File: src/rtl/button_reset_conditioner.sv
// rtl/button_reset_conditioner.sv - button synchroniser/debouncer and CLK_CPU-aligned stretched CPU reset
module button_reset_conditioner #(
  parameter int NUM_BUTTONS     = 2,
  parameter int DEBOUNCE_CYCLES = 1000000,
  parameter int STRETCH_CYCLES  = 50000,
  parameter int CNT_W           = 20,
  parameter int STR_W           = 16
) (
  input  logic                   CLK_100MHz,
  input  logic                   RESET_N,
  input  logic                   CLK_CPU,
  input  logic [NUM_BUTTONS-1:0] BUT,
  output logic [NUM_BUTTONS-1:0] BUT_LEVEL,
  output logic [NUM_BUTTONS-1:0] BUT_PRESS,
  output logic [NUM_BUTTONS-1:0] BUT_RELEASE,
  output logic                   CPU_RESET
);

  localparam logic [CNT_W-1:0] DB_LAST = CNT_W'(DEBOUNCE_CYCLES - 1);
  localparam logic [STR_W-1:0] STR_MAX = STR_W'(STRETCH_CYCLES);

  for (genvar i = 0; i < NUM_BUTTONS; i++) begin : g_btn
    logic             sync1;
    logic             sync2;
    logic             s;
    logic             level;
    logic             commit;
    logic             prs_pulse;
    logic             rel_pulse;
    logic [CNT_W-1:0] cnt;

    // Pins idle high, so the synchroniser resets to 1 and no edge is seen on reset exit.
    assign s      = ~sync2;
    assign commit = (s != level) && (cnt == DB_LAST);

    always_ff @(posedge CLK_100MHz or negedge RESET_N) begin
      if (!RESET_N) begin
        sync1     <= 1'b1;
        sync2     <= 1'b1;
        level     <= 1'b0;
        cnt       <= '0;
        prs_pulse <= 1'b0;
        rel_pulse <= 1'b0;
      end else begin
        sync1     <= BUT[i];
        sync2     <= sync1;
        prs_pulse <= commit && s;
        rel_pulse <= commit && !s;
        if ((s == level) || commit) begin
          cnt <= '0;
        end else begin
          cnt <= cnt + CNT_W'(1);
        end
        if (commit) begin
          level <= s;
        end
      end
    end

    assign BUT_LEVEL[i]   = level;
    assign BUT_PRESS[i]   = prs_pulse;
    assign BUT_RELEASE[i] = rel_pulse;
  end

  typedef enum logic [1:0] {
    ST_POR,
    ST_RUN,
    ST_HELD,
    ST_STRETCH
  } state_t;

  state_t           state;
  state_t           state_nxt;
  logic [STR_W-1:0] str_cnt;
  logic [STR_W-1:0] str_cnt_nxt;
  logic             any_pressed;

  assign any_pressed = |BUT_LEVEL;

  always_comb begin
    state_nxt   = state;
    str_cnt_nxt = str_cnt;
    case (state)
      ST_POR, ST_STRETCH: begin
        if (any_pressed) begin
          state_nxt   = ST_HELD;
          str_cnt_nxt = '0;
        end else if (str_cnt == STR_MAX) begin
          // Leave reset only on a CPU enable so the CPU starts on an instruction boundary.
          if (CLK_CPU) begin
            state_nxt = ST_RUN;
          end
        end else begin
          str_cnt_nxt = str_cnt + STR_W'(1);
        end
      end
      ST_RUN: begin
        if (any_pressed) begin
          state_nxt = ST_HELD;
        end
      end
      ST_HELD: begin
        str_cnt_nxt = '0;
        if (!any_pressed) begin
          state_nxt = ST_STRETCH;
        end
      end
      default: begin
        state_nxt   = ST_POR;
        str_cnt_nxt = '0;
      end
    endcase
  end

  always_ff @(posedge CLK_100MHz or negedge RESET_N) begin
    if (!RESET_N) begin
      state     <= ST_POR;
      str_cnt   <= '0;
      CPU_RESET <= 1'b1;
    end else begin
      state     <= state_nxt;
      str_cnt   <= str_cnt_nxt;
      CPU_RESET <= (state_nxt != ST_RUN);
    end
  end

endmodule

File: config.mk
export PLATFORM = sky130hd
export DESIGN_NAME = button_reset_conditioner
export DESIGN_NICKNAME = d
export VERILOG_FILES = /design/src/rtl/button_reset_conditioner.sv
export SDC_FILE = /design/constraint.sdc
export NUM_CORES = 1
export LEC_CHECK = 0
export CAP_MARGIN = 0
export CORE_ASPECT_RATIO = 0.9
export CORE_UTILIZATION = 25
export CTS_CLUSTER_SIZE = 40
export DETAILED_ROUTE_END_ITERATION = 16
export PLACE_DENSITY = 0.42
export SLEW_MARGIN = 20
export SYNTH_ARGS = -nofsm -noshare
export SYNTH_HDL_FRONTEND = slang
export SYNTH_SLANG_ARGS = --single-unit
File: constraint.sdc
create_clock -name CLK_100MHz -period 2 [get_ports CLK_100MHz]
set_input_delay 0.6 -clock CLK_100MHz [delete_from_list [all_inputs] [get_ports CLK_100MHz]]
set_output_delay 0.6 -clock CLK_100MHz [all_outputs]
set_load 0.02 [all_outputs]
==> flow_summary.toml, run 1 <==
[critical_path]
crit_buf_inv = 0
cp-end-kind = "flip-flop"
crit_type = "reg2reg"
cp.required_ns = 2.23
cpMaxStageDelayCell = "or4_1"
cp_data_arrival_time_ns = 2.31
r2r_slack_ns = -0.08
r2r_end = "g_btn[1].cnt[1]"
ff2ff_path_depth = 4
rr_startpoint = "g_btn[1].cnt[8]"
cpPeakStageDelay_ns = 0.52
start_kind = "flip-flop"
critPathMaxFanout = 4
crit_family = "simple AND/OR/NAND/NOR gates"
crit_chain = "or4_1 > or4_4 > or3_4 > and3_4"

[grt]
first_global_vias = 2823
gr-usage-met1 = 0.173
grt_usage = 0.126
use_met2 = 0.184
antenna_found_initial = 0
grt_pass1_wl_mm = 14.4
top_usage_layer = "met2"
grt_start_max_net_pins = 34
gr-total-overflow = 0
use_met3 = 0.0357

[timing]
tightest_slew_ns = 0.405
drv_slew = 0
fmax_ghz = 0.481
fin_crit_sh = 1.04
finalWorstSetupSlack_ns = -0.0783
rsz0062_at_grt = "true"
setup_viol = 21
final_hold_viol_count = 0
fin_crit_ns = 2.08
skew_ns = 0.00550
maxSlewHeadroom = 0.723
tns_ns = -0.626

[detailed_routing]
first_iter_violations = 213
avgRoutedWirePerCell_um = 13.3
vias = 2979
drtAntennaViolNets = 0
route.final.wire_length_mm = 8.38
post-route-drc-count = 0
firstDrtPassIters = 4
via_per_inst = 4.74

[final_layout]
final_cell_count_no_fill = 628
syn2layout_area_growth_pct = 28.5
layout-drive-gt1-share = 0.239
final.fill_count = 1444
regArea_um2 = 1730
fin_nets = 442
antenna-diode-count = 0
finish.utilization = 0.331
multi_input_area_um2 = 1810

[power]
p_int_mw = 3.11
pwr-share-clk = 0.363
power_frac_seq = 0.356
p_leak_nw = 1.87
power_density_nw_per_um2 = 969
p_sw_mw = 1.42
p_total_mw = 4.52
ir_drop_mv = 0.644
power_switching_share = 0.313
comb_power_share = 0.281

[yosys]
yosysTopAreaCellShare = 0.441
async_flop_share = 1.00
synth.most_common_cell = "dfrtp_1"
synth_cells = 384
netlist_top_cells_area = "dfrtp_1, xnor2_1, nor2_1"
syn_nets = 396
yosys_register_bits = 69
synth_commonest_cells = "dfrtp_1, nor2_1, nand3_1, inv_1, nand2_1"
ys_seq_area_frac = 0.477
ys_warn_count = 0
ys.flop_type = "dfrtp_1"
yosysTopAreaCell = "dfrtp_1"
synth_area_um2 = 3630
synth_edf_count = 0
syn_area_per_cell_um2 = 9.46
synthDistinctLibCells = 54

[placed_design]
post-place-ws_ns = -0.0664
routabilityCongestion = 0.783
dp_hpwl_mm = 5.96
dp.cells = 611
io_buffers = 11

[floorplan]
initial_core_util = 0.257
die_h_um = 116
die_x_um = 129
io-pin-count = 12
row_count = 41
core_um2 = 14100
die_area_um2 = 15000

[clocking]
cts_buffers = 9
cts_tree = "done"
cts.sinks = 69
cts.reportedPaths.clkPinSlew_ns = 0.05
postCtsHoldBufs = 0
clock_latency_ns = 0.34
cts-root-buf = "clkbuf_16"
htreeDepth = 3
clock_path_buffers = 2

[run]
drv_cap = 0

[run_status]
violations = "setup timing"
status = "complete, but fails checks"

[hold_path]
hold_class = "in2async"
worst max path at each step:
| stage | startpoint | end | slack, ns | cells after the start |
|---|---|---|---|---|
| 2_1_floorplan | g_btn[1].cnt[8] | g_btn[1].cnt[12] | -0.08 | 5 |
| 3_3_place_gp | g_btn[1].cnt[8] | g_btn[1].cnt[1] | -0.04 | 4 |
| 3_5_place_dp | g_btn[1].cnt[8] | g_btn[1].cnt[1] | -0.07 | 4 |
| 4_1_cts | g_btn[1].cnt[8] | g_btn[1].cnt[1] | -0.07 | 4 |
| 5_1_grt | g_btn[1].cnt[8] | g_btn[1].cnt[15] | -0.12 | 5 |
| 6_report | g_btn[1].cnt[8] | g_btn[1].cnt[1] | -0.08 | 4 |
repair_timing:
action,4_1_cts,5_1_grt
resized for setup,14,16
endpoints found under the hold margin,0,0
endpoints found under the setup margin,24,39
pin swaps,4,1
buffers inserted,1,0
cell type report:
class / count / area share
tap: 193 / 0.0517
clock inverter: 4 / 0.00965
multi-input combinational: 271 / 0.388
sequential: 69 / 0.371
timing repair buffer: 58 / 0.105
inverter: 21 / 0.0169
clock buffer: 12 / 0.0571
layout by cell type (no fill, tap or decap), types with 4 or more instances in the layout:
| cell type | count |
|---|---|
| a21oi_1 | 10 |
| a21oi_2 | 7 |
| a31oi_1 | 4 |
| and3_1 | 6 |
| buf_4 | 44 |
| clkbuf_16 | 9 |
| clkdlybuf4s50_1 | 8 |
| dfrtp_1 | 64 |
| dfstp_2 | 5 |
| ha_1 | 6 |
| inv_1 | 21 |
| nand2_1 | 20 |
| nand3_1 | 27 |
| nand4_1 | 9 |
| nor2_1 | 30 |
| nor2_2 | 6 |
| nor3_1 | 10 |
| nor4_1 | 7 |
| o21ai_0 | 18 |
| o221ai_1 | 6 |
| o31ai_1 | 5 |
| or3_1 | 15 |
| or4_1 | 7 |
| xnor2_1 | 17 |
| xor2_1 | 8 |
power groups by stage:
stage	sequential, mW	combinational (mW)	clock [mW]
2_1_floorplan	1.61	0.701	0
3_3_place_gp	1.63	1.19	0
3_5_place_dp	1.63	1.19	0
4_1_cts	1.61	1.19	1.69
5_1_grt	1.62	1.42	1.75
6_report	1.61	1.27	1.64
kinds of logic after synthesis:
group           share of synthesized area
simple gates                        0.248
xor+xnor                           0.0603
buf+inv                            0.0544
mux                               0.00551
fa+ha+maj                          0.0241
compound gates                      0.130
flops                               0.477
per-stage QoR:
step	hold WS (ns)	area, um^2
2_1_floorplan	0.304	3640
3_3_place_gp	0.347	4240
3_5_place_dp	0.349	4240
4_1_cts	0.182	4600
5_1_grt	0.203	4670
6_report	0.178	4670
routing by layer:
metal | share of wire | vias up
met5 | 0 | -
met4 | 0.017 | 0
met3 | 0.030 | 10
met2 | 0.44 | 32
met1 | 0.51 | 1457
li1 | - | 1480
state kept, by name, indices dropped and copies added (netlist names):
name / count
CPU_RESET: 1
g_btn.cnt: 40
g_btn.level: 2
g_btn.prs_pulse: 2
g_btn.rel_pulse: 2
g_btn.sync1: 2
g_btn.sync2: 2
state: 2
str_cnt: 16
(Power assumes the default switching activity.)
==> run 2: changes to the inputs <==
- CORE_MARGIN: not set -> 3
==> flow_summary.toml, run 2 (synthesis gave the netlist of run 1 again) <==
[grt]
first_global_vias = 2816
grt_start_max_net_pins = 30
gr-total-overflow = 0
grt_usage = 0.110
antenna_found_initial = 0
grt_pass1_wl_mm = 14.1

[power]
p_leak_nw = 1.90
p_int_mw = 3.26
ir_drop_mv = 0.395
power_frac_seq = 0.344
power_switching_share = 0.300
power_density_nw_per_um2 = 987
comb_power_share = 0.260
pwr-share-clk = 0.396
p_sw_mw = 1.40

[critical_path]
cp_data_arrival_time_ns = 2.31
crit_chain = "or4b_4 > or4_4 > or3_4 > and3_4"
crit_type = "reg2reg"
cp.required_ns = 2.22
cpMaxStageDelayCell = "or4b_4"
crit_family = "simple AND/OR/NAND/NOR gates"
cp-end-kind = "flip-flop"
start_kind = "flip-flop"
crit_buf_inv = 0
critPathMaxFanout = 4
cpPeakStageDelay_ns = 0.53

[run]
drv_cap = 0

[detailed_routing]
vias = 2987
drtAntennaViolNets = 0
firstDrtPassIters = 4
route.final.wire_length_mm = 8.60
avgRoutedWirePerCell_um = 13.6
via_per_inst = 4.73
post-route-drc-count = 0
first_iter_violations = 115

[clocking]
cts_tree = "done"
clock_path_buffers = 2
cts.reportedPaths.clkPinSlew_ns = 0.06
cts_buffers = 9
htreeDepth = 3
cts.sinks = 69
postCtsHoldBufs = 0
clock_latency_ns = 0.33
cts-root-buf = "clkbuf_16"

[timing]
finalWorstSetupSlack_ns = -0.0828
fin_crit_sh = 1.04
skew_ns = 0.00630
drv_slew = 0
hold_ws_ns = 0.188
tightest_slew_ns = 0.415
maxSlewHeadroom = 0.721
fin_crit_ns = 2.08
rsz0062_at_grt = "true"
setup_viol = 23
final_hold_viol_count = 0
fmax_ghz = 0.480
tns_ns = -0.882

[final_layout]
final_cell_count_no_fill = 632
largest_reg_flops = 40
layout_common_cells = "dfrtp_1, buf_4, nor2_1"
layout-drive-gt1-share = 0.237
top_register = "g_btn.cnt"
largest_registers = "g_btn.cnt (40), str_cnt (16)"
final.fill_count = 1475
fin_nets = 446
antenna-diode-count = 0
syn2layout_area_growth_pct = 30.2
mostFrequentLayoutCell = "dfrtp_1"

[placed_design]
dp.cells = 612
dp_hpwl_mm = 5.98
io_buffers = 11
routabilityCongestion = 0.789

[floorplan]
io-pin-count = 12
die_x_um = 133
row_count = 41
die_h_um = 120
initial_core_util = 0.257
core_um2 = 14100
die_area_um2 = 16000

[run_status]
violations = "setup timing"
status = "complete, but fails checks"

[hold_path]
hold_class = "in2async"
## run 2: repair_timing
item / CTS / global route
setup endpoints to repair: 12 / 39
resized for setup: 5 / 30
setup buffers: 0 / 4
pin swaps: 0 / 14
## run 2: path summary, 6_finish.rpt
kind                                       start              end  slack (ns)  depth (start not counted)
worst max register to register  g_btn[1].cnt[11]  g_btn[1].cnt[1]       -0.08                          4
max in group asynchronous                RESET_N   g_btn[1].sync1        1.26                          2
min in group CLK_100MHz           g_btn[0].sync1   g_btn[0].sync2        0.35                          0
worst min register to register    g_btn[0].sync1   g_btn[0].sync2        0.35                          0
worst max-delay path            g_btn[1].cnt[11]  g_btn[1].cnt[1]       -0.08                          4
worst min-delay path                     RESET_N       str_cnt[7]        0.19                          1
## run 2: through the flow
step | setup slack (ns) | area (um^2) | total power [mW] | utilization
after global placement | -0.0608 | 4240 | 2.78 | 0.300
after CTS | -0.0746 | 4580 | 4.67 | 0.325
final | -0.0828 | 4730 | 4.66 | 0.335
after global routing | -0.117 | 4730 | 4.94 | 0.335
after detailed placement | -0.0761 | 4240 | 2.77 | 0.300
after floorplan | -0.0816 | 3640 | 2.31 | -
## run 2: power by group through the flow
stage / logic [mW] / registers, mW / clock network, mW
2_1_floorplan: 0.701 / 1.61 / 0
3_3_place_gp: 1.14 / 1.63 / 0
3_5_place_dp: 1.14 / 1.63 / 0
5_1_grt: 1.35 / 1.62 / 1.97
6_report: 1.21 / 1.61 / 1.85
4_1_cts: 1.15 / 1.61 / 1.92
## run 2: cell type report
| type | count | area [um^2] | share of cell area |
|---|---|---|---|
| clock buffers | 12 | 246 | 0.0521 |
| clock inverters | 4 | 95.1 | 0.0201 |
| inverters | 21 | 78.8 | 0.0167 |
| multi-input cells | 271 | 1820 | 0.385 |
| flip-flops and latches | 69 | 1730 | 0.367 |
| well taps | 193 | 241 | 0.0511 |
| repair buffers | 62 | 510 | 0.108 |
## run 2: layer usage
layer	vias to the layer above	wire, um	global-route usage
met5	-	0	0
met1	1452	4280	0.150
met3	5	305	0.0387
met2	42	3910	0.165
li1	1488	-	-
met4	0	96	0.0338
